## src/rtl/coord_frame_parser.sv

```systemverilog
// Byte-stream deframer: hunts for a sync byte, assembles NUM_COORDS big-endian words,
// optionally verifies a trailing XOR checksum, and publishes only complete good frames.
`timescale 1ns/1ps
module coord_frame_parser #(
    parameter int          NUM_COORDS      = 6,
    parameter int          BYTES_PER_COORD = 2,
    parameter logic [7:0]  SYNC_BYTE       = 8'h53,
    parameter bit          CHECKSUM_EN     = 1'b1,
    parameter int          TIMEOUT_CYCLES  = 1_000_000,
    localparam int         COORD_W         = 8 * BYTES_PER_COORD
) (
    input  logic                            clock,
    input  logic                            reset,
    input  logic [7:0]                      in_data,
    input  logic                            in_valid,
    output logic                            in_ready,
    output logic [NUM_COORDS*COORD_W-1:0]   coords,
    output logic                            frame_valid,
    output logic                            frame_error,
    output logic [15:0]                     err_count,
    output logic [1:0]                      state
);

    localparam int WIDX_W  = (NUM_COORDS > 1) ? $clog2(NUM_COORDS) : 1;
    localparam int SUB_W   = (BYTES_PER_COORD > 1) ? $clog2(BYTES_PER_COORD) : 1;
    localparam int TIMER_W = $clog2(TIMEOUT_CYCLES + 1);

    typedef enum logic [1:0] {
        HUNT    = 2'd0,
        PAYLOAD = 2'd1,
        CHECK   = 2'd2,
        COMMIT  = 2'd3
    } state_t;

    state_t                                 state_q, state_d;
    logic [NUM_COORDS-1:0][COORD_W-1:0]     shadow_q, shadow_d;
    logic [NUM_COORDS-1:0][COORD_W-1:0]     coords_q, coords_d;
    logic [WIDX_W-1:0]                      word_idx_q, word_idx_d;
    logic [SUB_W-1:0]                       sub_idx_q, sub_idx_d;
    logic [7:0]                             chk_q, chk_d;
    logic [TIMER_W-1:0]                     timer_q, timer_d;
    logic [15:0]                            err_q, err_d;
    logic                                   frame_valid_q, frame_valid_d;
    logic                                   frame_error_q, frame_error_d;

    logic                                   xfer;
    logic                                   last_byte;
    logic                                   timed_out;
    logic                                   drop;
    logic [COORD_W+7:0]                     shifted;

    // Ready is forced low while reset is held so nothing is consumed during reset.
    assign in_ready  = reset && (state_q != COMMIT);
    assign xfer      = in_valid && in_ready;
    assign last_byte = (word_idx_q == WIDX_W'(NUM_COORDS - 1)) &&
                       (sub_idx_q == SUB_W'(BYTES_PER_COORD - 1));
    assign timed_out = (timer_q == TIMER_W'(TIMEOUT_CYCLES - 1));
    assign shifted   = {shadow_q[word_idx_q], in_data};

    always_comb begin
        state_d       = state_q;
        shadow_d      = shadow_q;
        coords_d      = coords_q;
        word_idx_d    = word_idx_q;
        sub_idx_d     = sub_idx_q;
        chk_d         = chk_q;
        timer_d       = timer_q;
        err_d         = err_q;
        frame_valid_d = 1'b0;
        frame_error_d = 1'b0;
        drop          = 1'b0;

        case (state_q)
            HUNT: begin
                timer_d = '0;
                if (xfer && (in_data == SYNC_BYTE)) begin
                    state_d    = PAYLOAD;
                    word_idx_d = '0;
                    sub_idx_d  = '0;
                    chk_d      = '0;
                end
            end
            PAYLOAD: begin
                if (xfer) begin
                    shadow_d[word_idx_q] = shifted[COORD_W-1:0];
                    chk_d   = chk_q ^ in_data;
                    timer_d = '0;
                    if (sub_idx_q == SUB_W'(BYTES_PER_COORD - 1)) begin
                        sub_idx_d  = '0;
                        word_idx_d = word_idx_q + 1'b1;
                    end else begin
                        sub_idx_d  = sub_idx_q + 1'b1;
                    end
                    // Without a checksum the last payload byte publishes directly.
                    if (last_byte) begin
                        if (CHECKSUM_EN) begin
                            state_d = CHECK;
                        end else begin
                            coords_d      = shadow_d;
                            frame_valid_d = 1'b1;
                            state_d       = COMMIT;
                        end
                    end
                end else if (timed_out) begin
                    drop = 1'b1;
                end else begin
                    timer_d = timer_q + 1'b1;
                end
            end
            CHECK: begin
                if (xfer) begin
                    timer_d = '0;
                    if (in_data == chk_q) begin
                        coords_d      = shadow_q;
                        frame_valid_d = 1'b1;
                        state_d       = COMMIT;
                    end else begin
                        drop = 1'b1;
                    end
                end else if (timed_out) begin
                    drop = 1'b1;
                end else begin
                    timer_d = timer_q + 1'b1;
                end
            end
            COMMIT: state_d = HUNT;
            default: state_d = HUNT;
        endcase

        if (drop) begin
            frame_error_d = 1'b1;
            state_d       = HUNT;
            timer_d       = '0;
            if (err_q != 16'hFFFF) begin
                err_d = err_q + 16'd1;
            end
        end
    end

    always_ff @(posedge clock or negedge reset) begin
        if (!reset) begin
            state_q       <= HUNT;
            shadow_q      <= '0;
            coords_q      <= '0;
            word_idx_q    <= '0;
            sub_idx_q     <= '0;
            chk_q         <= '0;
            timer_q       <= '0;
            err_q         <= '0;
            frame_valid_q <= 1'b0;
            frame_error_q <= 1'b0;
        end else begin
            state_q       <= state_d;
            shadow_q      <= shadow_d;
            coords_q      <= coords_d;
            word_idx_q    <= word_idx_d;
            sub_idx_q     <= sub_idx_d;
            chk_q         <= chk_d;
            timer_q       <= timer_d;
            err_q         <= err_d;
            frame_valid_q <= frame_valid_d;
            frame_error_q <= frame_error_d;
        end
    end

    assign coords      = coords_q;
    assign frame_valid = frame_valid_q;
    assign frame_error = frame_error_q;
    assign err_count   = err_q;
    assign state       = state_q;

endmodule

```

## config.mk

```make
export PLATFORM = sky130hd
export DESIGN_NAME = coord_frame_parser
export DESIGN_NICKNAME = d
export VERILOG_FILES = /design/src/rtl/coord_frame_parser.sv
export SDC_FILE = /design/constraint.sdc
export NUM_CORES = 1
export LEC_CHECK = 0
export ABC_CLOCK_PERIOD_IN_PS = 2950
export CORE_MARGIN = 1
export CORE_UTILIZATION = 45
export CTS_CLUSTER_SIZE = 14
export DETAILED_ROUTE_END_ITERATION = 10
export GPL_TIMING_DRIVEN = 0
export MAX_ROUTING_LAYER = met4
export PLACE_DENSITY = 0.78
export SETUP_SLACK_MARGIN = 0.5
export SYNTH_ARGS = -nofsm -noshare
export SYNTH_HDL_FRONTEND = slang
export SYNTH_SLANG_ARGS = --single-unit
```

## constraint.sdc

```tcl
create_clock -name clock -period 2.95 [get_ports clock]
set_clock_uncertainty 0.05 [all_clocks]
set_input_delay 0.4425 -clock clock [delete_from_list [all_inputs] [get_ports clock]]
set_output_delay 0.4425 -clock clock [all_outputs]
set_load 0.005 [all_outputs]
```

==> metrics.csv, run 1 <==
stage,metric,value,unit
run_status,status,"complete, but fails checks",
run_status,failing checks,negative hold slack,
placement,Cells after DPL,1194,
critical_path,Worst setup EP type,flop,
layout,Final #Nets,989,
sta,Max Clk Rate,405,MHz
global_routing,M2 GR Usage,33.9,%
sta,Worst Slack Setup Final,483,ps
die,Die Wd,155,um
detailed_routing,Routed Antenna Nets,0,
logic_synthesis,cell taking the most area after synthesis,dfrtp_1,
die,CORE AREA,0.0227,sq mm
detailed_routing,vias,7123,
logic_synthesis,Synth Register Bits,244,
global_routing,maximum number of pins on one net before global-route repair,98,
clock_tree,Worst-path clk slew,60,ps
critical_path,CP Launch Point,timer_q[8]$_DFFE_PN0P_,
global_routing,Overflow after GRT,0,
critical_path,Required @ worst endpoint,3280,ps
clock_tree,Num Clock Sinks,244,
critical_path,CP Data Arrival Time,2800,ps
placement,Port Buf Inserts,127,
global_routing,Top Usage Layer GRT,met2,
layout,Area Overhead vs Synth,30.0,%
die,starting density of the core,46.1,%
critical_path,worst reg-to-reg path cell count,8,
critical_path,end of the critical path,timer_q[5]$_DFFE_PN0P_,
die,die height,155,um
logic_synthesis,post-synthesis sequential area ratio,58.3,%
clock_tree,TritonCTS buffer count,26,
logic_synthesis,Ys Warns,0,
placement,Place WS,-719,ps
global_routing,GR Layer Usage met3,3.73,%
die,die area,0.0239,sq mm
critical_path,max incr delay on CP,570,ps
logic_synthesis,synth cell count leaders,"244 x dfrtp_1, 192 x mux2_2, 31 x nand2_1, 31 x nor2_1, 29 x o21ai_0",
detailed_routing,final WL,25200,um
sta,unrepaired setup endpoints after global routing,true,
global_routing,met1 usage,30.6,%
logic_synthesis,synth unique cells,54,
logic_synthesis,mean area per synthesized cell,13.4,sq um
critical_path,Crit Path Class,reg2reg,
logic_synthesis,Mapped Area,0.0105,sq mm
power_and_ir_drop,LEAKAGE,6.31,nW
logic_synthesis,async set or reset register ratio after synthesis,100,%
critical_path,flop-to-flop setup slack,480,ps
global_routing,GRT Overall Usage,22.1,%
detailed_routing,first drt pass iteration count,4,
clock_tree,H-tree depth,1,
power_and_ir_drop,Pwr Density,718,mW/mm^2
layout,post-route insts no fill,1271,
logic_synthesis,Area contributors post-synth,"dfrtp_1 58%, mux2_2 21%, mux2i_1 1.6%, nand2b_1 1.6%, o21ai_0 1.4%",
hold_path,Worst Hold Class,in2async,
critical_path,Crit Path Max Fanout,7,
sta,hold_ws,-108,ps
critical_path,Setup crit start kind,flop,
detailed_routing,vias per inst,5.60,
logic_synthesis,most frequent cell after synthesis,dfrtp_1,
global_routing,global-route wire length before repair,40400,um
sta,Max Transition Viols Final,0,
clock_tree,TritonCTS clock tree,yes,
critical_path,r2r startpoint,timer_q[8]$_DFFE_PN0P_,
job,max cap viols,0,
sta,Total Negative Setup Slacks,0,ps
detailed_routing,drt drc,0,
sta,Tcrit/Tclk final,83.6,%
clock_tree,latest clock arrival within the worst-skew pair,530,ps
die,site row count,55,
sta,Hold Fails Final Rpt,93,
layout,fin area,0.0136,sq mm
detailed_routing,Iter 0 DRT Violations,368,
detailed_routing,WL per Instance,19.9,um
logic_synthesis,syn_nets,801,
critical_path,"Slowest-stage cell, CP",or4_4,
placement,RD Place Congestion,0.881,
logic_synthesis,cell count after synthesis,780,
die,io pins,128,
clock_tree,clock buffer depth,3,
clock_tree,clk root buf,clkbuf_16,
placement,HPWL Detailed,16500,um
power_and_ir_drop,VDD IR max,0.417,mV
global_routing,vias in the first global route,7240,
logic_synthesis,share of the synthesized area in the top cell type,58.3,%
sta,Final setup violation count,0,
global_routing,initial antenna violation count,0,
sta,slew margin rel.,51.3,%
logic_synthesis,"EDFF count, synth",0,
layout,layout cells sized above 1,35.9,%
sta,"Min Clock Period, post-route",2470,ps
critical_path,reg2reg end,timer_q[5]$_DFFE_PN0P_,
sta,actual slew at the worst max-slew pin,731,ps
critical_path,worst path cell trace,or4b_1 > or4_4 > o31ai_4 > buf_6 > buf_8 > a21oi_1 > o21ai_0 > o31ai_1,
layout,n_diodes,0,
placement,Placed Area,0.0122,sq mm
logic_synthesis,Main synth FF type,dfrtp_1,
[metal layers]
metal	wire [um]	up-vias
li1	-	3215
met1	11400	3640
met2	11800	212
met3	1370	56
met4	652	0
met5	0	-
[what timing repair did]
action                     4_1_cts  5_1_grt
resized for setup               60       69
hold endpoints to repair        93       81
gates cloned                     2        0
pin swaps                       11       12
setup buffers                   16       13
setup endpoints to repair      236      187
[cells by family (layout without fill, tap and decap cells)]
| family | after synthesis | in the layout | synth area share, % |
|---|---|---|---|
| AND/OR/NAND/NOR | 167 | 167 | 8.94 |
| XOR/XNOR | 18 | 18 | 1.51 |
| adder cells (fa/ha/maj) | 10 | 10 | 1.19 |
| flip-flops | 244 | 244 | 58.3 |
| AO/OA/AOI/OAI | 85 | 85 | 5.48 |
| buffers and inverters | 45 | 251 | 2.09 |
| multiplexers | 211 | 211 | 22.5 |
[stage by stage]
step                      util, %  power [mW]
after floorplan                 -        5.26
after global placement       53.3        5.96
after detailed placement     53.6        6.04
after CTS                    58.7        9.62
after global routing         59.9        10.2
final                        59.9        9.78
[cell usage in the layout, fill, tap and decap left out, drive strengths merged, types with 8 or more instances in the layout]
cell type,Yosys,final
nor2,31,31
mux2,194,194
o21ai,35,35
clkdlybuf4s50,0,118
a22o,11,11
nand2b,26,26
nor3,12,12
buf,20,54
nand2,32,32
ha,10,10
a21oi,9,9
clkinv,0,8
nand4,13,13
nand3,22,22
dfrtp,244,244
mux2i,17,17
xor2,16,16
clkbuf,17,50
o31ai,8,8
inv,8,9
o221ai,8,8
[registers in the layout, summed over array words and instances (netlist names)]
register / flops
coords: 96
err_count: 16
frame_error: 1
frame_valid: 1
chk_q: 8
sub_idx_q: 1
state: 2
word_idx_q: 3
shadow_q: 96
timer_q: 20
[worst min-delay path by stage]
stage | to | cells after the start | slack [ps]
2_1_floorplan | chk_q[0]$_DFFE_PN0P_ | 0 | 100
3_3_place_gp | timer_q[19]$_DFFE_PN0P_ | 1 | 420
3_5_place_dp | timer_q[19]$_DFFE_PN0P_ | 1 | 420
4_1_cts | timer_q[12]$_DFFE_PN0P_ | 1 | -80
5_1_grt | timer_q[13]$_DFFE_PN0P_ | 1 | -50
6_report | timer_q[11]$_DFFE_PN0P_ | 1 | -110
[critical path, delay by kind of cell (launching register included)]
kind | cells | cell delay, ps
flip-flops | 1 | 390
AND/OR/NAND/NOR | 2 | 1080
buffers and inverters | 2 | 310
AO/OA/AOI/OAI | 4 | 510
[power breakdown]
| part | internal (mW) | switching (mW) |
|---|---|---|
| Combinational | 1.07 | 1.43 |
| Clock | 1.96 | 1.32 |
| Sequential | 3.70 | 0.285 |
[area by class of cell]
type / instances / area, sq um
fillers: 1739 / 9100
flip-flops and latches: 244 / 6110
multi-input cells: 491 / 4380
repair buffers: 160 / 1580
clock buffers: 33 / 707
well taps: 285 / 357
plain buffers: 37 / 289
clock inverters: 13 / 160
inverters: 8 / 30.0
No activity file was read; power rests on OpenSTA's default activity.
==> inputs of run 2 (changes only) <==
- ABC_CLOCK_PERIOD_IN_PS: 2950 -> 2200
- PLACE_DENSITY: 0.78 -> 0.8
- clock period: 2.95 -> 2.2 ns (I/O delays scaled with it)
==> metrics.csv, run 2 (same netlist as run 1, synthesis figures left out) <==
stage,metric,value,unit
run_status,status,"complete, but fails checks",
run_status,failing checks,"negative hold slack, negative setup slack",
die,die height,155,um
power_and_ir_drop,Internal,10.3,mW
die,io pins,128,
clock_tree,clk root buf,clkbuf_16,
job,max cap viols,0,
layout,Final #Nets,1153,
critical_path,Worst setup EP type,flop,
hold_path,Worst Hold Class,in2async,
detailed_routing,vias per inst,5.96,
layout,"commonest non-fill, non-tap cell in the layout",dfrtp_1,
detailed_routing,final WL,38400,um
detailed_routing,Iter 0 DRT Violations,569,
placement,Place WS,-1460,ps
sta,slew margin rel.,55.4,%
sta,Final setup violation count,217,
sta,Max Transition Viols Final,0,
detailed_routing,first drt pass iteration count,5,
global_routing,vias in the first global route,8833,
clock_tree,Worst-path clk slew,70,ps
sta,Hold Fails Final Rpt,87,
detailed_routing,vias,8556,
die,die area,0.0239,sq mm
critical_path,flop-to-flop setup slack,-310,ps
critical_path,Crit Path Class,in2reg,
clock_tree,Num Clock Sinks,244,
die,CORE AREA,0.0227,sq mm
global_routing,maximum number of pins on one net before global-route repair,46,
power_and_ir_drop,overall power,15.4,mW
detailed_routing,drt drc,0,
critical_path,CP Data Arrival Time,2900,ps
critical_path,Crit Path Max Fanout,9,
power_and_ir_drop,Psw,5.10,mW
sta,Max Clk Rate,396,MHz
critical_path,Required @ worst endpoint,2580,ps
power_and_ir_drop,Pwr Density,910,mW/mm^2
layout,Area Overhead vs Synth,62.1,%
placement,Port Buf Inserts,127,
sta,unrepaired setup endpoints after global routing,true,
power_and_ir_drop,VDD IR max,0.948,mV
power_and_ir_drop,switching share of power,33.0,%
clock_tree,TritonCTS buffer count,25,
die,Die Wd,155,um
layout,layout cells sized above 1,51.8,%
die,site row count,55,
clock_tree,latest clock arrival within the worst-skew pair,550,ps
global_routing,global-route wire length before repair,54900,um
layout,Fill cells,1202,
clock_tree,TritonCTS clock tree,yes,
power_and_ir_drop,Logic pwr share,34.1,%
power_and_ir_drop,LEAKAGE,8.41,nW
global_routing,Overflow after GRT,0,
layout,Reg area,0.00612,sq mm
sta,Worst Slack Setup Final,-323,ps
layout,Final Core Density,74.7,%
die,starting density of the core,46.1,%
critical_path,reg2reg end,err_count[12]$_DFFE_PN0P_,
clock_tree,clock buffer depth,3,
sta,Tcrit/Tclk final,115,%
clock_tree,H-tree depth,1,
layout,most frequent cells in the layout,"236 x dfrtp_1, 182 x mux2_4, 109 x dlygate4sd2_1",
power_and_ir_drop,Seq pwr share,35.3,%
sta,actual slew at the worst max-slew pin,668,ps
sta,"Min Clock Period, post-route",2520,ps
global_routing,GRT Overall Usage,31.4,%
detailed_routing,Routed Antenna Nets,0,
sta,hold_ws,-174,ps
placement,RD Place Congestion,0.911,
critical_path,r2r startpoint,timer_q[8]$_DFFE_PN0P_,
critical_path,worst reg-to-reg path cell count,7,
global_routing,initial antenna violation count,1,
clock_tree,hold buffers post-CTS,7,
critical_path,Setup crit start kind,input pin,
placement,HPWL Detailed,17300,um
power_and_ir_drop,Clk pwr share,30.6,%
detailed_routing,WL per Instance,26.7,um
layout,Multi-input gate area,0.00558,sq mm
-- run 2: cell types whose count changed in the layout (fill, tap and decap cells not counted), moves of 48 or more --
| cell | previous run | this run |
|---|---|---|
| mux2_4 | 0 | 182 |
| buf_6 | 14 | 62 |
| clkdlybuf4s50_1 | 118 | 1 |
| mux2_2 | 192 | 12 |
| dlygate4sd2_1 | 2 | 109 |
| buf_4 | 32 | 95 |
-- run 2: through the flow --
stage	instance area (sq um)	setup TNS (ps)	hold slack, ps	std cells
finish	17000	-46890	-174	1435
global route	17000	-56080	-160	1435
CTS	16300	-22730	-164	1396
detailed placement	13000	-279830	271	1194
global placement	13000	-4632820	417	1192
floorplan	11400	-5160	-15.6	780
-- run 2: worst max path at each step --
| stage | end | startpoint |
|---|---|---|
| floorplan | err_count[14]$_DFFE_PN0P_ | timer_q[7]$_DFFE_PN0P_ |
| global placement | coords[16]$_DFFE_PN0P_ | reset |
| detailed placement | coords[16]$_DFFE_PN0P_ | reset |
| CTS | err_count[12]$_DFFE_PN0P_ | timer_q[6]$_DFFE_PN0P_ |
| global route | state[0]$_DFFE_PN0P_ | chk_q[1]$_DFFE_PN0P_ |
| finish | coords[54]$_DFFE_PN0P_ | in_data[0] |
-- run 2: final cells by class --
| class | count | area share [%] |
|---|---|---|
| Clock inverter | 9 | 1.13 |
| Antenna cell | 1 | 0.0147 |
| Buffer | 37 | 3.04 |
| Inverter | 8 | 0.221 |
| Sequential cell | 244 | 36.0 |
| Tap cell | 285 | 2.10 |
| Multi-Input combinational cell | 491 | 32.9 |
| Clock buffer | 35 | 4.08 |
| Timing Repair Buffer | 325 | 20.5 |
-- run 2: metal layers --
metal | wire length (um) | global-route usage [%] | up-vias
met5 | 0 | - | -
met4 | 1680 | 11.3 | 0
met3 | 2410 | 4.20 | 116
met2 | 19700 | 53.7 | 456
met1 | 14600 | 38.2 | 4446
li1 | - | - | 3538
-- run 2: power by group through the flow --
stage / Clock, mW / Sequential (mW) / Combinational [mW]
after floorplan: 0 / 5.31 / 2.17
after global placement: 0 / 5.41 / 2.96
after detailed placement: 0 / 5.45 / 3.05
after CTS: 4.63 / 5.37 / 4.37
after global routing: 4.94 / 5.47 / 5.52
final: 4.73 / 5.44 / 5.27
-- run 2: what timing repair did --
action / in CTS / in global routing
hold endpoints to repair: 116 / 87
cloned: 22 / 1
pin swaps: 42 / 36
setup buffers: 129 / 37
setup endpoints to repair: 361 / 255
gates resized for setup: 360 / 113
-- run 2: critical path: stages --
cell and delay (ps):
dlygate4sd2_1 560, nand2b_1 240, nand4_1 110, or4_4 550, nor3_4 250, buf_6 160, buf_8 140, buf_12 120
buf_12 120, mux2_4 320
==> inputs of run 3 (changes only) <==
- DONT_BUFFER_PORTS: not set -> 1
- PLACE_DENSITY: 0.8 -> 0.73
==> metrics.csv, run 3 (same netlist as run 1, synthesis figures left out) <==
stage,metric,value,unit
die,io pins,128,
placement,RD Place Congestion,0.863,
sta,hold_ws,-566,ps
sta,Max Clk Rate,396,MHz
critical_path,CP Launch Point,timer_q[8]$_DFFE_PN0P_,
clock_tree,clock buffer depth,3,
sta,Max Transition Viols Final,0,
critical_path,Required @ worst endpoint,2550,ps
global_routing,Overflow after GRT,0,
critical_path,flop-to-flop setup slack,-330,ps
sta,Worst Slack Setup Final,-328,ps
detailed_routing,vias per inst,5.91,
clock_tree,H-tree depth,1,
sta,actual slew at the worst max-slew pin,696,ps
power_and_ir_drop,LEAKAGE,6.72,nW
critical_path,reg2reg end,timer_q[8]$_DFFE_PN0P_,
critical_path,Worst setup EP type,flop,
sta,Tcrit/Tclk final,115,%
sta,Hold Fails Final Rpt,244,
placement,Placed Area,0.0117,sq mm
placement,Port Buf Inserts,0,
clock_tree,TritonCTS clock tree,yes,
die,starting density of the core,46.1,%
die,die area,0.0239,sq mm
clock_tree,TritonCTS buffer count,25,
placement,Place WS,-501,ps
layout,most frequent cells in the layout,"240 x dfrtp_1, 194 x mux2_4, 36 x buf_6",
hold_path,Worst Hold Class,in2async,
critical_path,end of the critical path,timer_q[8]$_DFFE_PN0P_,
detailed_routing,WL per Instance,24.9,um
critical_path,Crit Path Class,reg2reg,
run_status,status,"complete, but fails checks",
job,max cap viols,0,
layout,Final Core Density,64.3,%
placement,HPWL Detailed,16300,um
sta,slew margin rel.,53.6,%
critical_path,CP Data Arrival Time,2880,ps
detailed_routing,drt drc,0,
layout,Fill cells,1522,
layout,layout cells sized above 1,48.3,%
global_routing,global-route wire length before repair,44500,um
global_routing,maximum number of pins on one net before global-route repair,248,
clock_tree,latest clock arrival within the worst-skew pair,540,ps
global_routing,initial antenna violation count,0,
power_and_ir_drop,VDD IR max,0.832,mV
die,die height,155,um
clock_tree,Worst-path clk slew,60,ps
sta,"Min Clock Period, post-route",2530,ps
die,CORE AREA,0.0227,sq mm
global_routing,GRT Overall Usage,25.1,%
die,site row count,55,
clock_tree,hold buffers post-CTS,8,
layout,"commonest non-fill, non-tap cell in the layout",dfrtp_1,
critical_path,r2r startpoint,timer_q[8]$_DFFE_PN0P_,
layout,Area Overhead vs Synth,39.4,%
global_routing,vias in the first global route,7446,
run_status,failing checks,"negative hold slack, negative setup slack",
detailed_routing,final WL,30000,um
power_and_ir_drop,Pwr Density,976,mW/mm^2
critical_path,worst reg-to-reg path cell count,8,
critical_path,Setup crit start kind,flop,
sta,Final setup violation count,211,
layout,Final #Nets,919,
layout,fin area,0.0146,sq mm
detailed_routing,Routed Antenna Nets,0,
detailed_routing,Iter 0 DRT Violations,487,
die,Die Wd,155,um
sta,unrepaired setup endpoints after global routing,true,
detailed_routing,first drt pass iteration count,4,
critical_path,Crit Path Max Fanout,5,
clock_tree,Num Clock Sinks,244,
detailed_routing,vias,7107,
clock_tree,clk root buf,clkbuf_16,
run 3: report_power, final:
group	switching [mW]	internal (mW)	leakage (nW)	total, mW
Clock	1.80	2.59	0.416	4.40
Sequential	0.479	4.96	3.35	5.44
Combinational	2.15	2.25	2.96	4.40
run 3: timing repair:
item                                    4_1_cts  5_1_grt
pin swaps                                    41       20
resized for setup                           193       54
cloned                                       19        3
setup buffers                                49       12
endpoints found under the setup margin      245      245
hold endpoints to repair                    292      244
run 3: worst min-delay path by stage:
| stage | slack [ps] | from | endpoint |
|---|---|---|---|
| 2_1_floorplan | -20 | reset | chk_q[0]$_DFFE_PN0P_ |
| 3_3_place_gp | -3 | reset | coords[88]$_DFFE_PN0P_ |
| 3_5_place_dp | -4 | reset | shadow_q[88]$_DFFE_PN0P_ |
| 4_1_cts | -570 | reset | shadow_q[88]$_DFFE_PN0P_ |
| 5_1_grt | -580 | reset | shadow_q[88]$_DFFE_PN0P_ |
| 6_report | -570 | reset | shadow_q[88]$_DFFE_PN0P_ |
run 3: final cells by class:
class                      count  area [sq um]  share of cell area, %
tap                          285           357                   2.44
buffer                        37           527                   3.61
antenna                        1          2.50                 0.0171
multi-input combinational    491          5470                   37.5
sequential                   244          6110                   41.9
timing repair buffer          91          1250                   8.54
clock inverter                10           143                  0.977
inverter                       8          35.0                  0.240
clock buffer                  35           703                   4.82
run 3: routing by layer:
metal | share of wire, % | wire, um | GRT usage (%)
met1 | 39 | 11700 | 30.6
met2 | 50 | 14900 | 41.0
met3 | 7.9 | 2370 | 6.50
met4 | 3.5 | 1060 | 7.83
met5 | 0 | 0 | -
run 3: critical path, stage by stage (launching register included):
cell and delay [ps]:
dfrtp_1 400, or4b_4 550, or4_4 570, o31ai_4 250
buf_6 180, buf_8 130, a21oi_2 40, o21ai_1 150
o41ai_1 90
run 3: stage by stage:
stage | TNS (ps) | cells | power (mW)
floorplan | -5160 | 780 | 7.48
global placement | -58410 | 1065 | 8.19
global route | -41440 | 1201 | 14.7
detailed placement | -63640 | 1065 | 8.29
finish | -30890 | 1202 | 14.2
CTS | -21430 | 1186 | 13.7
